==> src/rtl/vdp_cartridge_slot_bridge.sv <==
// vdp_cartridge_slot_bridge
//   MSX cartridge-slot front end for the VDP. Synchronises the Z80 I/O strobes,
//   decodes the four VDP ports at IO_BASE..IO_BASE+3 and runs the V9938-style
//   port protocol: two-byte control latch, register writes and a 17-bit
//   auto-incrementing VRAM pointer with single-byte requests to the arbiter.
//
// Ports
//   clk, reset                  system clock, synchronous active-high reset
//   slot_iorq_n/rd_n/wr_n       asynchronous Z80 strobes
//   slot_a, slot_d_in           I/O address and write data from the bus
//   slot_d_out, slot_data_dir   read data and bus direction (1 = bridge drives)
//   oe_n                        level-shifter enable, active low
//   slot_wait, slot_intr        Z80 /WAIT request and interrupt (active high)
//   mem_init_done               SDRAM ready
//   vram_*                      single-outstanding VRAM request channel
//   reg_wr, reg_num, reg_data   register write strobe to the VDP core
//   status_data, vdp_int        status byte and frame interrupt from the core
module vdp_cartridge_slot_bridge #(
  parameter logic [7:0] IO_BASE     = 8'h88,
  parameter int         SYNC_STAGES = 2
) (
  input  logic        clk,
  input  logic        reset,
  input  logic        slot_iorq_n,
  input  logic        slot_rd_n,
  input  logic        slot_wr_n,
  input  logic [7:0]  slot_a,
  input  logic [7:0]  slot_d_in,
  output logic [7:0]  slot_d_out,
  output logic        slot_data_dir,
  output logic        oe_n,
  output logic        slot_wait,
  output logic        slot_intr,
  input  logic        mem_init_done,
  output logic        vram_valid,
  input  logic        vram_ready,
  output logic        vram_write,
  output logic [16:0] vram_address,
  output logic [7:0]  vram_wdata,
  input  logic [7:0]  vram_rdata,
  input  logic        vram_rdata_en,
  output logic        reg_wr,
  output logic [5:0]  reg_num,
  output logic [7:0]  reg_data,
  input  logic [7:0]  status_data,
  input  logic        vdp_int
);

  logic [SYNC_STAGES-1:0] iorq_sync, rd_sync, wr_sync;
  logic        acc_on, acc_prev, acc_start, own_port, rd_now;

  // One staged command: the access captured at its start, executed once the
  // VRAM channel can take it.
  logic        cmd_v, cmd_rd;
  logic [1:0]  cmd_port;
  logic [7:0]  cmd_data;

  logic        flag;
  logic [7:0]  latch;
  logic [16:0] addr;
  logic [2:0]  r14;
  logic        ie0;
  logic [7:0]  rbuf;
  logic        rd_wait;

  logic        busy, needs_vram, exec;
  logic [16:0] addr_inc, addr_load, addr_load_inc;

  assign acc_on    = !iorq_sync[SYNC_STAGES-1] &&
                     (!rd_sync[SYNC_STAGES-1] || !wr_sync[SYNC_STAGES-1]);
  assign acc_start = acc_on && !acc_prev;
  assign own_port  = (slot_a[7:2] == IO_BASE[7:2]);
  assign rd_now    = !rd_sync[SYNC_STAGES-1];

  // A read is still busy until its data has landed in the read buffer, so a
  // following port0 read never returns stale data.
  assign busy       = vram_valid || rd_wait || !mem_init_done;
  assign needs_vram = (cmd_port == 2'd0) ||
                      ((cmd_port == 2'd1) && !cmd_rd && flag && (cmd_data[7:6] == 2'b00));
  assign exec       = cmd_v && !(needs_vram && busy);

  // The pointer advances when a request is issued; the next request cannot be
  // issued before this one is accepted, so the effect is the same as advancing
  // on accept. Natural 17-bit overflow gives the 0x1FFFF -> 0 wrap.
  assign addr_inc      = addr + 17'd1;
  assign addr_load     = {r14, cmd_data[5:0], latch};
  assign addr_load_inc = addr_load + 17'd1;

  // The transceiver stays enabled; direction alone selects who drives.
  assign oe_n = 1'b0;

  always_ff @(posedge clk) begin
    if (reset) begin
      iorq_sync     <= '1;
      rd_sync       <= '1;
      wr_sync       <= '1;
      acc_prev      <= 1'b0;
      cmd_v         <= 1'b0;
      cmd_rd        <= 1'b0;
      cmd_port      <= 2'd0;
      cmd_data      <= 8'd0;
      flag          <= 1'b0;
      latch         <= 8'd0;
      addr          <= 17'd0;
      r14           <= 3'd0;
      ie0           <= 1'b0;
      rbuf          <= 8'd0;
      rd_wait       <= 1'b0;
      slot_d_out    <= 8'd0;
      slot_data_dir <= 1'b0;
      slot_wait     <= 1'b1;
      slot_intr     <= 1'b0;
      vram_valid    <= 1'b0;
      vram_write    <= 1'b0;
      vram_address  <= 17'd0;
      vram_wdata    <= 8'd0;
      reg_wr        <= 1'b0;
      reg_num       <= 6'd0;
      reg_data      <= 8'd0;
    end else begin
      iorq_sync <= {iorq_sync[SYNC_STAGES-2:0], slot_iorq_n};
      rd_sync   <= {rd_sync[SYNC_STAGES-2:0], slot_rd_n};
      wr_sync   <= {wr_sync[SYNC_STAGES-2:0], slot_wr_n};
      acc_prev  <= acc_on;
      reg_wr    <= 1'b0;
      slot_intr <= vdp_int & ie0;
      // Holding the Z80 whenever a staged command cannot run keeps the bus
      // cycle open, so no new access can start and overwrite the stage.
      slot_wait <= !mem_init_done || (cmd_v && !exec);

      if (vram_valid && vram_ready) vram_valid <= 1'b0;
      if (vram_rdata_en) begin
        rbuf    <= vram_rdata;
        rd_wait <= 1'b0;
      end else if (vram_valid && vram_ready && !vram_write) begin
        rd_wait <= 1'b1;
      end

      if (!acc_on) begin
        slot_data_dir <= 1'b0;
        slot_d_out    <= 8'd0;
      end

      if (exec) begin
        cmd_v <= 1'b0;
        case (cmd_port)
          2'd0: begin
            flag         <= 1'b0;
            vram_valid   <= 1'b1;
            vram_write   <= !cmd_rd;
            vram_address <= addr;
            vram_wdata   <= cmd_data;
            addr         <= addr_inc;
            r14          <= addr_inc[16:14];
            if (cmd_rd) slot_d_out <= rbuf;
          end
          2'd1: begin
            if (cmd_rd) begin
              flag       <= 1'b0;
              slot_d_out <= status_data;
            end else if (!flag) begin
              latch <= cmd_data;
              flag  <= 1'b1;
            end else begin
              flag <= 1'b0;
              if (cmd_data[7]) begin
                reg_wr   <= 1'b1;
                reg_num  <= cmd_data[5:0];
                reg_data <= latch;
                if (cmd_data[5:0] == 6'd14) begin
                  r14         <= latch[2:0];
                  addr[16:14] <= latch[2:0];
                end
                if (cmd_data[5:0] == 6'd1) ie0 <= latch[5];
              end else if (cmd_data[6]) begin
                addr <= addr_load;
              end else begin
                vram_valid   <= 1'b1;
                vram_write   <= 1'b0;
                vram_address <= addr_load;
                addr         <= addr_load_inc;
                r14          <= addr_load_inc[16:14];
              end
            end
          end
          default: begin
            if (cmd_rd) slot_d_out <= 8'hFF;
          end
        endcase
      end

      if (acc_start && own_port) begin
        cmd_v         <= 1'b1;
        cmd_rd        <= rd_now;
        cmd_port      <= slot_a[1:0];
        cmd_data      <= slot_d_in;
        slot_data_dir <= rd_now;
      end
    end
  end

endmodule

==> config.mk <==
export PLATFORM = sky130hd
export DESIGN_NAME = vdp_cartridge_slot_bridge
export DESIGN_NICKNAME = d
export VERILOG_FILES = /design/src/rtl/vdp_cartridge_slot_bridge.sv
export SDC_FILE = /design/constraint.sdc
export NUM_CORES = 1
export LEC_CHECK = 0
export BUFFER_PORTS_ARGS = -buffer_cell sky130_fd_sc_hd__buf_2
export CORE_ASPECT_RATIO = 1.5
export CORE_UTILIZATION = 50
export CTS_CLUSTER_SIZE = 16
export DETAILED_ROUTE_END_ITERATION = 7
export GPL_ROUTABILITY_DRIVEN = 0
export PLACE_DENSITY = 0.76
export SLEW_MARGIN = 20
export SYNTH_ARGS = -nofsm -noshare
export SYNTH_HDL_FRONTEND = slang
export SYNTH_SLANG_ARGS = --single-unit
==> constraint.sdc <==
create_clock -name clk -period 6 [get_ports clk]
set_clock_uncertainty 0.2 [all_clocks]
set_input_delay 0.6 -clock clk [delete_from_list [all_inputs] [get_ports clk]]
set_output_delay 0.6 -clock clk [all_outputs]
set_load 0.01 [all_outputs]
==> impl_metrics.sql, run 1 <==
INSERT INTO impl_metrics (metric_group, metric, value, unit) VALUES
('synthesis', 'postSynthAreaPerCell', '8.48', 'um^2'),
('worst_setup_path', 'crit_path_top_delay_cell', 'sky130_fd_sc_hd__dfxtp_1', ''),
('synthesis', 'syn_inst', '642', ''),
('power', 'net_switching', '0.000301', 'W'),
('global_routing', 'groute.usage.overall', '0.261', ''),
('routing', 'routedWlPerCell', '17.0', 'um'),
('synthesis', 'synth.most_common_cell', 'sky130_fd_sc_hd__dfxtp_1', ''),
('placed_design', 'placed_area', '5860', 'um^2'),
('global_routing', 'maximum_number_of_pins_on_one_net_before_global_route_repair', '58', ''),
('global_routing', 'global_route.usage.met2', '0.439', ''),
('clock_tree', 'cts_inserted_buffers', '9', ''),
('finish', 'finalCoreUtilization', '0.581', ''),
('worst_setup_path', 'series_of_cell_instances_along_the_critical_path', 'nand2_1 > a221oi_4 > o21ai_0 > a221oi_1 > nor2_1', ''),
('die', 'die_area', '11300', 'um^2'),
('die', 'die_y', '130', 'um'),
('global_routing', 'gr-total-overflow', '0', ''),
('worst_setup_path', 'number_of_buffer_and_inverter_stages_on_the_critical_path', '0', ''),
('synthesis', 'synth_top_area_cell', 'sky130_fd_sc_hd__dfxtp_1', ''),
('timing', 'relSlewSlack', '0.357', ''),
('finish', 'post-route-cell-area', '6150', 'um^2'),
('timing', 'worst-slew-pin-transition', '0.964', 'ns'),
('job', 'max_cap_violations', '0', ''),
('timing', 'timing.final.setup_violations', '0', ''),
('timing', 'rsz_0062_raised_after_global_routing', 'false', ''),
('power', 'ir_worst_vdd', '0.201', 'mV'),
('routing', 'first_iter_violations', '337', ''),
('die', 'i_o_pin_total', '95', ''),
('timing', 'hold_viol', '0', ''),
('routing', 'firstDrtPassIters', '5', ''),
('worst_setup_path', 'critical_path.endpoint_type', 'register', ''),
('die', 'floorplan.rows', '46', ''),
('worst_setup_path', 'cp_top_family', 'compound AO/OA/AOI/OAI gates', ''),
('synthesis', 'most_used_standard_cells_in_the_synthesized_netlist', 'sky130_fd_sc_hd__dfxtp_1, sky130_fd_sc_hd__nor2_1, sky130_fd_sc_hd__nand2_1', ''),
('clock_tree', 'path_clk_slew', '0.07', 'ns'),
('finish', 'layout_cell_share_with_drive_strength_beyond_1', '0.211', ''),
('clock_tree', 'cts-hold-fix-buffers', '0', ''),
('placed_design', 'hpwl', '9.87', 'mm'),
('worst_setup_path', 'required', '6.02', 'ns'),
('clock_tree', 'clk_latency', '0.35', 'ns'),
('routing', 'routed_via_density', '5.93', ''),
('finish', 'final_net_count', '736', ''),
('clock_tree', 'tritoncts', 'done', ''),
('global_routing', 'grt_antenna_before_repair', '0', ''),
('timing', 'clock.fmax', '356', 'MHz'),
('clock_tree', 'postCtsSetupRepairBufs', '0', ''),
('routing', 'route.final.wire_length', '14.3', 'mm'),
('clock_tree', 'root_buffer', 'sky130_fd_sc_hd__clkbuf_16', ''),
('global_routing', 'top_usage_layer', 'met2', ''),
('synthesis', 'synth_seq_cells', '111', ''),
('synthesis', 'leading_post_synthesis_cells_by_cell_area', 'sky130_fd_sc_hd__dfxtp_1, sky130_fd_sc_hd__mux2i_1, sky130_fd_sc_hd__nor2_1, sky130_fd_sc_hd__nand2_1, sky130_fd_sc_hd__a21oi_1', ''),
('synthesis', 'netlist_area', '5450', 'um^2'),
('die', 'fp.coreArea', '10600', 'um^2'),
('synthesis', 'synth-seq-area-share', '0.408', ''),
('global_routing', 'grtUsageMet3', '0.0398', ''),
('worst_setup_path', 'slowest_delay', '0.96', 'ns'),
('die', 'initial_utilization', '0.514', ''),
('routing', 'drt_drc_violations_left', '0', ''),
('clock_tree', 'post_cts_resize_count', '0', ''),
('synthesis', 'postSynth.topFlopCell', 'sky130_fd_sc_hd__dfxtp_1', ''),
('routing', 'detailroute.via_count', '4993', ''),
('power', 'static-leakage-power', '2.33', 'nW'),
('die', 'die_width', '87.2', 'um'),
('placed_design', 'portBuffers', '93', ''),
('status', 'run_status', 'completed', ''),
('global_routing', 'gr-usage-met1', '0.315', ''),
('clock_tree', 'max-clock-path-buffers', '2', ''),
('worst_setup_path', 'critPathMaxFanout', '27', ''),
('synthesis', 'yosysTopAreaCellShare', '0.408', ''),
('power', 'power_density', '221', 'nW/um^2'),
('finish', 'layout-area-overhead-vs-synth', '12.9', '%'),
('worst_hold_path', 'hold_class', 'register to register', '');
-- cell families (layout without fill, tap and decap cells) --
family,count (synthesis),count (layout),synth area share
buffers and inverters,72,128,0.0588
muxes,41,41,0.0753
and+or+nand+nor,263,263,0.238
DFF,111,111,0.408
adders and majority gates,2,2,0.00459
xor gates and xnor gates,11,11,0.0177
AOI/OAI and AO/OA,141,141,0.197
other,1,1,0.000689
-- through the flow --
stage	hold WS, ns	cells	power (W)	setup WS (ns)
2_1_floorplan	0.189	642	0.000787	3.75
3_3_place_gp	0.195	826	0.000804	3.23
3_5_place_dp	0.200	826	0.000806	3.19
4_1_cts	0.218	842	0.00137	3.20
5_1_grt	0.224	842	0.00140	2.94
6_report	0.214	842	0.00136	3.19
-- power by group through the flow --
stage / clock network (W) / logic, W / registers [W]
4_1_cts: 0.000580 / 0.0000445 / 0.000744
5_1_grt: 0.000607 / 0.0000493 / 0.000744
3_3_place_gp: 0 / 0.0000434 / 0.000761
2_1_floorplan: 0 / 0.0000261 / 0.000760
6_report: 0.000569 / 0.0000441 / 0.000744
3_5_place_dp: 0 / 0.0000444 / 0.000761
-- path summary, 6_finish.rpt --
check / end / slack [ns] / start / cells after the start
worst min register to register: iorq_sync[1] / 0.21 / iorq_sync[0] / 1
worst max register to register: addr[11] / 3.19 / cmd_port[0] / 5
worst max-delay path: addr[11] / 3.19 / cmd_port[0] / 5
worst min-delay path: iorq_sync[1] / 0.21 / iorq_sync[0] / 1
-- cells in the final DEF (no fill, tap or decap), types with 14 or more instances in the layout --
master                     netlist  routed
sky130_fd_sc_hd__nand3_1        21      21
sky130_fd_sc_hd__dfxtp_1       111     111
sky130_fd_sc_hd__a21oi_1        38      38
sky130_fd_sc_hd__inv_1          14      14
sky130_fd_sc_hd__o21ai_0        21      21
sky130_fd_sc_hd__nor2_1         82      82
sky130_fd_sc_hd__mux2i_1        41      41
sky130_fd_sc_hd__nand2_1        71      71
sky130_fd_sc_hd__a211oi_1       15      15
sky130_fd_sc_hd__buf_2          12      93
-- metal layers --
layer	vias up	part of all wire	wire [um]
met2	201	0.50	7200
met5	-	0	0
met3	53	0.053	757
met4	0	0.045	643
met1	2351	0.40	5710
li1	2388	-	-
-- sequential cells by signal, summed over array words and instances, names as in the netlist, 2 cells and up --
signal,flops
addr,17
vram_address,17
cmd_data,8
latch,8
rbuf,8
reg_data,8
slot_d_out,8
vram_wdata,8
reg_num,6
r14,3
cmd_port,2
iorq_sync,2
rd_sync,2
wr_sync,2
-- area by class of cell --
type / count / area, um^2 / area share
sequential: 111 / 2220 / 0.361
multi-input combinational: 459 / 2910 / 0.473
tap: 144 / 180 / 0.0293
clock buffer: 10 / 239 / 0.0389
clock inverter: 6 / 45.0 / 0.00733
timing repair buffer: 98 / 503 / 0.0818
inverter: 14 / 52.6 / 0.00855
No activity file was read; power rests on OpenSTA's default activity.
==> inputs of run 2 (changes only) <==
--- a/config.mk
+++ b/config.mk
@@ -5,13 +5,14 @@
 export SDC_FILE = /design/constraint.sdc
 export NUM_CORES = 1
 export LEC_CHECK = 0
+export ABC_AREA = 1
 export BUFFER_PORTS_ARGS = -buffer_cell sky130_fd_sc_hd__buf_2
 export CORE_ASPECT_RATIO = 1.5
 export CORE_UTILIZATION = 50
 export CTS_CLUSTER_SIZE = 16
 export DETAILED_ROUTE_END_ITERATION = 7
 export GPL_ROUTABILITY_DRIVEN = 0
-export PLACE_DENSITY = 0.76
+export PLACE_DENSITY = 0.77
 export SLEW_MARGIN = 20
 export SYNTH_ARGS = -nofsm -noshare
 export SYNTH_HDL_FRONTEND = slang
==> constraint.sdc (replaced) <==
create_clock -name clk -period 2.7 [get_ports clk]
set_clock_uncertainty 0.2 [all_clocks]
set_input_delay 0.27 -clock clk [delete_from_list [all_inputs] [get_ports clk]]
set_output_delay 0.27 -clock clk [all_outputs]
set_load 0.01 [all_outputs]
==> run 2 against run 1 <==
Against the previous run: register-to-register slack got worse by 2.7 ns; via count up 11%; sequential share of layout area decreased by 0.51 points; non-clock buffer count is 18 higher; utilization up 3.1 points; global-route usage up 2.0 points; first-iteration DRC count rose by 81%; sequential cell count unchanged; worst setup slack got worse by 2.7 ns; combinational power grew to 2.5 times the previous value; routed wire length grew 3.0%; largest power group unchanged.
==> impl_metrics.sql, run 2 <==
INSERT INTO impl_metrics (metric_group, metric, value, unit) VALUES
('status', 'run_status', 'completed', ''),
('finish', 'registers_with_the_most_flip_flops', 'addr: 17 flops, vram_address: 17 flops', ''),
('routing', 'drt_drc_violations_left', '0', ''),
('routing', 'route.final.wire_length', '14.7', 'mm'),
('worst_setup_path', 'critPathMostFrequentCell', 'sky130_fd_sc_hd__inv_2', ''),
('worst_setup_path', 'crit_path_top_delay_cell', 'sky130_fd_sc_hd__nor2_4', ''),
('synthesis', 'synth-seq-area-share', '0.422', ''),
('worst_setup_path', 'critical_path_class', 'register to register', ''),
('timing', 'hold_viol', '0', ''),
('worst_setup_path', 'nature_of_the_critical_path_startpoint', 'register', ''),
('worst_setup_path', 'critical_path.endpoint_type', 'register', ''),
('job', 'max_cap_violations', '0', ''),
('worst_hold_path', 'hold_class', 'input pin to register', ''),
('synthesis', 'postSynthAreaPerCell', '6.89', 'um^2'),
('clock_tree', 'htree_num_levels', '3', ''),
('timing', 'timing.final.setup_violations', '0', ''),
('die', 'floorplan.rows', '45', ''),
('clock_tree', 'max-clock-path-buffers', '2', ''),
('synthesis', 'synth.most_common_cell', 'sky130_fd_sc_hd__nand2_1', ''),
('worst_setup_path', 'series_of_cell_instances_along_the_critical_path', 'inv_2 > nor2_2 > inv_2 > nor2_1 > inv_2 > nand3_1 > nor2_4 > inv_2 > nor2_1 > o21ai_0 > nor2_1', ''),
('global_routing', 'grt_pass1_vias', '5090', ''),
('power', 'pwr-share-clk', '0.425', ''),
('routing', 'detailroute.via_count', '5539', ''),
('finish', 'layout_commonest_cell', 'sky130_fd_sc_hd__nand2_1', ''),
('timing', 'fin_crit_sh', '0.813', ''),
('synthesis', 'leading_post_synthesis_cells_by_cell_area', 'sky130_fd_sc_hd__dfxtp_1, sky130_fd_sc_hd__nand2_1, sky130_fd_sc_hd__a21oi_1, sky130_fd_sc_hd__o21ai_0, sky130_fd_sc_hd__nor2_1', ''),
('timing', 'drv_slew', '0', ''),
('timing', 'relSlewSlack', '0.590', ''),
('finish', 'layout.cells.most_common_list', 'sky130_fd_sc_hd__nand2_1, sky130_fd_sc_hd__dfxtp_1, sky130_fd_sc_hd__nor2_1', ''),
('synthesis', 'synth_top_area_cell', 'sky130_fd_sc_hd__dfxtp_1', ''),
('die', 'initial_utilization', '0.517', ''),
('clock_tree', 'root_buffer', 'sky130_fd_sc_hd__clkbuf_16', ''),
('power', 'net_switching', '0.000702', 'W'),
('die', 'die_width', '85.8', 'um'),
('finish', 'layout_cell_share_with_drive_strength_beyond_1', '0.170', ''),
('finish', 'final_net_count', '898', ''),
('synthesis', 'yosysTopAreaCellShare', '0.422', ''),
('timing', 'setup-tns-final', '0', 'ns'),
('global_routing', 'grt_antenna_before_repair', '0', ''),
('placed_design', 'portBuffers', '93', ''),
('global_routing', 'groute.usage.overall', '0.280', ''),
('routing', 'routedWlPerCell', '14.7', 'um'),
('synthesis', 'synth.net_count', '808', ''),
('synthesis', 'synth-async-reset-ratio', '0', ''),
('power', 'ir_worst_vdd', '0.381', 'mV'),
('worst_setup_path', 'required', '2.79', 'ns'),
('die', 'die_area', '11000', 'um^2'),
('synthesis', 'ys_types', '37', ''),
('timing', 'worst-slew-pin-transition', '0.611', 'ns'),
('synthesis', 'syn_inst', '765', ''),
('finish', 'antenna_cells', '0', ''),
('clock_tree', 'path_clk_slew', '0.07', 'ns'),
('global_routing', 'grt_pass1_wl', '24.1', 'mm'),
('finish', 'finalCoreUtilization', '0.612', ''),
('global_routing', 'maximum_number_of_pins_on_one_net_before_global_route_repair', '55', ''),
('die', 'fp.coreArea', '10200', 'um^2'),
('routing', 'routed_via_density', '5.53', ''),
('die', 'i_o_pin_total', '95', ''),
('power', 'power_density', '493', 'nW/um^2'),
('power', 'cell_internal_pwr', '0.00238', 'W'),
('worst_setup_path', 'ff2ff_path_depth', '11', ''),
('die', 'die_y', '128', 'um'),
('timing', 'rsz_0062_raised_after_global_routing', 'false', ''),
('power', 'power.combinational.fraction', '0.036', ''),
('power', 'static-leakage-power', '2.55', 'nW'),
('synthesis', 'postSynth.topFlopCell', 'sky130_fd_sc_hd__dfxtp_1', ''),
('routing', 'firstDrtPassIters', '6', ''),
('power', 'sequential_power_share', '0.538', ''),
('synthesis', 'netlist_area', '5270', 'um^2'),
('clock_tree', 'clk_latency', '0.35', 'ns'),
('worst_setup_path', 'critPathMaxFanout', '20', ''),
('clock_tree', 'numClockSinks', '111', ''),
('clock_tree', 'tritoncts', 'done', ''),
('placed_design', 'hpwl', '10.4', 'mm'),
('power', 'sw_frac', '0.228', ''),
('worst_setup_path', 'cp.arrival', '2.28', 'ns'),
('synthesis', 'most_used_standard_cells_in_the_synthesized_netlist', 'sky130_fd_sc_hd__nand2_1, sky130_fd_sc_hd__dfxtp_1, sky130_fd_sc_hd__nor2_1', ''),
('synthesis', 'synth_seq_cells', '111', ''),
('clock_tree', 'post_cts_resize_count', '0', ''),
('worst_setup_path', 'slowest_delay', '0.40', 'ns'),
('routing', 'first_iter_violations', '609', ''),
('finish', 'layout-area-overhead-vs-synth', '18.4', '%'),
('synthesis', 'yosys_warnings', '0', ''),
('global_routing', 'gr-total-overflow', '0', ''),
('timing', 'clock.fmax', '456', 'MHz'),
('worst_hold_path', 'hold-path-cell-count', '3', ''),
('clock_tree', 'cts_inserted_buffers', '9', ''),
('routing', 'antenna_left', '0', ''),
('timing', 'finalWorstPathRequiredPeriod', '2.20', 'ns'),
('synthesis', 'synth-edff-count', '0', ''),
('finish', 'fill_cells', '934', '');
==> run 2: stage by stage <==
step	total power, W	hold WS (ns)	setup WS (ns)	cells	cell area, um^2
after floorplan	0.00174	0.155	0.961	765	5270
after global placement	0.00179	0.192	0.609	970	5790
after detailed placement	0.00179	0.200	0.545	970	5790
after CTS	0.00309	0.00724	0.523	1001	6240
after global routing	0.00318	0.0327	0.322	1001	6240
final	0.00308	0.0106	0.505	1001	6240
==> run 2: kinds of logic after synthesis <==
logic type	share of synthesized area
xor gates and xnor gates	0.00499
AOI/OAI and AO/OA	0.204
adders and majority gates	0.00475
DFF	0.422
buffers and inverters	0.0917
and+or+nand+nor	0.273
other	0.000712
==> run 2: critical path, delay by kind of cell (launching register included) <==
family	cells	cell delay [ns]
AND/OR/NAND/NOR	6	0.89
buffers and inverters	4	0.59
flip-flops	1	0.36
AO/OA/AOI/OAI	1	0.08
==> run 2: cell type report <==
class | instances | area [um^2] | area share
Tap cell | 141 | 176 | 0.0283
Sequential cell | 111 | 2220 | 0.356
Clock buffer | 10 | 239 | 0.0383
Inverter | 77 | 292 | 0.0467
Timing Repair Buffer | 116 | 688 | 0.110
Multi-Input combinational cell | 540 | 2560 | 0.411
Clock inverter | 6 | 56.3 | 0.00903
==> run 2: timing repair <==
item | 4_1_cts | 5_1_grt
hold endpoints to repair | 15 | 0
setup buffers | 0 | 0
hold buffers | 15 | 0
==> run 2: power by group through the flow <==
stage,clock [W],combinational [W],sequential [W]
2_1_floorplan,0,0.0000507,0.00169
5_1_grt,0.00140,0.000125,0.00166
3_3_place_gp,0,0.0000912,0.00169
4_1_cts,0.00132,0.000110,0.00166
3_5_place_dp,0,0.0000934,0.00170
6_report,0.00131,0.000112,0.00166
==> run 2: worst paths after layout <==
check                            startpoint     endpoint  slack, ns
worst min register to register   rd_sync[0]   rd_sync[1]       0.21
worst min-delay path              slot_a[1]  cmd_port[1]       0.01
worst max-delay path            cmd_port[0]      addr[9]       0.50
worst max register to register  cmd_port[0]      addr[9]       0.50
==> run 2: metal layers <==
layer  track usage  up-vias  share of wire
li1              -     2693              -
met1         0.330     2480           0.39
met2         0.479      288           0.49
met3        0.0483       78          0.072
met4         0.157        0          0.053
met5             0        -              0
==> inputs of run 3 (changes only) <==
--- a/config.mk
+++ b/config.mk
@@ -12,7 +12,7 @@
 export CTS_CLUSTER_SIZE = 16
 export DETAILED_ROUTE_END_ITERATION = 7
 export GPL_ROUTABILITY_DRIVEN = 0
-export PLACE_DENSITY = 0.77
+export PLACE_DENSITY = 0.8
 export SLEW_MARGIN = 20
 export SYNTH_ARGS = -nofsm -noshare
 export SYNTH_HDL_FRONTEND = slang
==> constraint.sdc (replaced) <==
create_clock -name clk -period 1.8 [get_ports clk]
set_clock_uncertainty 0.2 [all_clocks]
set_input_delay 0.18 -clock clk [delete_from_list [all_inputs] [get_ports clk]]
set_output_delay 0.18 -clock clk [all_outputs]
set_load 0.01 [all_outputs]
==> run 3 against run 2 <==
Against the previous run: the flow now finishes with violations (negative setup slack); non-clock buffer count grew 99; final area grew 19%; clock-buffer cell count stayed put; routed wire length up 24%; highest routed layer unchanged.
==> impl_metrics.sql, run 3 (synthesis gave the netlist of run 2 again) <==
INSERT INTO impl_metrics (metric_group, metric, value, unit) VALUES
('worst_setup_path', 'ff2ff_path_depth', '11', ''),
('finish', 'final-seq-area', '2240', 'um^2'),
('placed_design', 'hpwl', '10.9', 'mm'),
('worst_setup_path', 'setup.worst_path.start', 'cmd_port[0]', ''),
('die', 'die_area', '11000', 'um^2'),
('timing', 'clock.fmax', '548', 'MHz'),
('die', 'initial_utilization', '0.517', ''),
('finish', 'multi_input_area', '2760', 'um^2'),
('die', 'floorplan.rows', '45', ''),
('routing', 'antenna_left', '0', ''),
('placed_design', 'portBuffers', '93', ''),
('routing', 'first_iter_violations', '707', ''),
('routing', 'route.final.wire_length', '18.3', 'mm'),
('finish', 'layout-area-overhead-vs-synth', '40.9', '%'),
('global_routing', 'grt_pass1_vias', '5589', ''),
('die', 'die_width', '85.8', 'um'),
('worst_setup_path', 'reg2reg_setup_slack', '-0.03', 'ns'),
('placed_design', 'post-place-cells', '1031', ''),
('worst_setup_path', 'critical_path.endpoint_type', 'register', ''),
('power', 'ir_worst_vdd', '0.663', 'mV'),
('worst_setup_path', 'crit-reg2reg-launch', 'cmd_port[0]', ''),
('die', 'fp.coreArea', '10200', 'um^2'),
('clock_tree', 'max-clock-path-buffers', '2', ''),
('global_routing', 'grt_pass1_wl', '26.6', 'mm'),
('timing', 'relSlewSlack', '0.611', ''),
('power', 'power_density', '637', 'nW/um^2'),
('finish', 'post-route-cell-area', '7420', 'um^2'),
('finish', 'layout_cell_share_with_drive_strength_beyond_1', '0.287', ''),
('finish', 'layout.cells.most_common_list', 'sky130_fd_sc_hd__nand2_1, sky130_fd_sc_hd__dfxtp_1, sky130_fd_sc_hd__buf_2', ''),
('finish', 'antenna_cells', '0', ''),
('timing', 'final_critical_path_setup_slack', '-0.0258', 'ns'),
('clock_tree', 'htree_num_levels', '3', ''),
('worst_setup_path', 'reg2reg_to', 'ie0', ''),
('finish', 'fill_cells', '761', ''),
('global_routing', 'grt_antenna_before_repair', '0', ''),
('clock_tree', 'numClockSinks', '111', ''),
('routing', 'detailroute.via_count', '6221', ''),
('clock_tree', 'root_buffer', 'sky130_fd_sc_hd__clkbuf_16', ''),
('global_routing', 'maximum_number_of_pins_on_one_net_before_global_route_repair', '70', ''),
('routing', 'drt_drc_violations_left', '0', ''),
('finish', 'registers_with_the_most_flip_flops', 'addr: 17 flops, vram_address: 17 flops', ''),
('clock_tree', 'clk_latency', '0.36', 'ns'),
('worst_setup_path', 'required', '1.90', 'ns'),
('global_routing', 'groute.usage.overall', '0.313', ''),
('worst_setup_path', 'cp.arrival', '1.92', 'ns'),
('clock_tree', 'path_clk_slew', '0.08', 'ns'),
('finish', 'layout_commonest_cell', 'sky130_fd_sc_hd__nand2_1', ''),
('worst_setup_path', 'timing.critical_path.to', 'ie0', ''),
('die', 'i_o_pin_total', '95', ''),
('timing', 'fin_crit_sh', '1.01', ''),
('routing', 'firstDrtPassIters', '6', ''),
('finish', 'final_net_count', '999', ''),
('global_routing', 'gr-total-overflow', '0', ''),
('routing', 'routed_via_density', '5.65', ''),
('worst_setup_path', 'critical_path_class', 'register to register', ''),
('status', 'run_status', 'finished with violations', ''),
('worst_setup_path', 'critPathMaxFanout', '8', ''),
('finish', 'layout.cells.non_filler', '1102', ''),
('job', 'max_cap_violations', '0', ''),
('worst_hold_path', 'hold_class', 'input pin to register', ''),
('die', 'die_y', '128', 'um'),
('placed_design', 'placed_area', '6320', 'um^2'),
('timing', 'hold_viol', '0', ''),
('timing', 'drv_slew', '0', ''),
('worst_setup_path', 'nature_of_the_critical_path_startpoint', 'register', ''),
('timing', 'hold-worst-slack', '0.0263', 'ns'),
('clock_tree', 'cts_inserted_buffers', '9', ''),
('power', 'static-leakage-power', '3.12', 'nW'),
('routing', 'routedWlPerCell', '16.6', 'um'),
('status', 'violations', 'negative setup slack', ''),
('power', 'power', '0.00473', 'W'),
('timing', 'worst-slew-pin-transition', '0.578', 'ns'),
('timing', 'rsz_0062_raised_after_global_routing', 'true', ''),
('clock_tree', 'tritoncts', 'done', ''),
('timing', 'finalWorstPathRequiredPeriod', '1.83', 'ns'),
('timing', 'timing.final.setup_violations', '2', '');
[run 3: repair_timing]
| item | CTS | global route |
|---|---|---|
| gates resized for setup | 5 | 77 |
| endpoints found under the hold margin | 34 | 0 |
| gates cloned | 1 | 5 |
| setup buffers | 1 | 10 |
| pin swaps | 1 | 16 |
| hold buffers | 38 | 0 |
| setup endpoints to repair | 10 | 63 |
[run 3: worst max-delay path, stage by stage (launching register included)]
cell and delay, ns:
sky130_fd_sc_hd__dfxtp_2 0.34, sky130_fd_sc_hd__inv_2 0.05, sky130_fd_sc_hd__nor2_4 0.13, sky130_fd_sc_hd__inv_4 0.08, sky130_fd_sc_hd__nor2_4 0.10, sky130_fd_sc_hd__inv_2 0.07
sky130_fd_sc_hd__nor3_4 0.22, sky130_fd_sc_hd__buf_12 0.15, sky130_fd_sc_hd__buf_6 0.11, sky130_fd_sc_hd__clkbuf_16 0.15, sky130_fd_sc_hd__a21oi_2 0.05, sky130_fd_sc_hd__nor2_1 0.10
[run 3: metal layers]
layer	GRT usage	vias up	routed length, um
li1	-	2917	-
met4	0.232	0	1300
met5	0	-	0
met1	0.330	2857	6460
met2	0.555	344	9340
met3	0.0489	103	1180
[run 3: final cells by class]
cell class / instances / area share
inverters: 77 / 0.0408
multi-input cells: 542 / 0.372
well taps: 141 / 0.0238
clock buffers: 10 / 0.0322
clock inverters: 6 / 0.00758
repair buffers: 215 / 0.221
flip-flops and latches: 111 / 0.302
[run 3: through the flow]
stage          setup TNS, ns  setup slack [ns]   util
2_1_floorplan              0            0.0614      -
3_3_place_gp               0          0.000638  0.621
3_5_place_dp               0           0.00216  0.621
4_1_cts             -0.00135          -0.00135  0.691
5_1_grt               -0.930           -0.0612  0.728
6_report             -0.0335           -0.0258  0.728
[run 3: worst min-delay path by stage]
stage	from	endpoint	cells past startpoint
CTS	mem_init_done	cmd_v	4
global placement	slot_iorq_n	iorq_sync[0]	2
floorplan	mem_init_done	slot_wait	1
finish	mem_init_done	cmd_v	4
global route	mem_init_done	cmd_v	4
detailed placement	slot_iorq_n	iorq_sync[0]	2
[run 3: power breakdown]
| group | leakage [nW] | switching [W] | internal (W) | total (W) |
|---|---|---|---|---|
| clock | 0.144 | 0.000993 | 0.00101 | 0.00201 |
| sequential | 0.906 | 0.0000134 | 0.00247 | 0.00248 |
| combinational | 2.07 | 0.000114 | 0.000124 | 0.000239 |
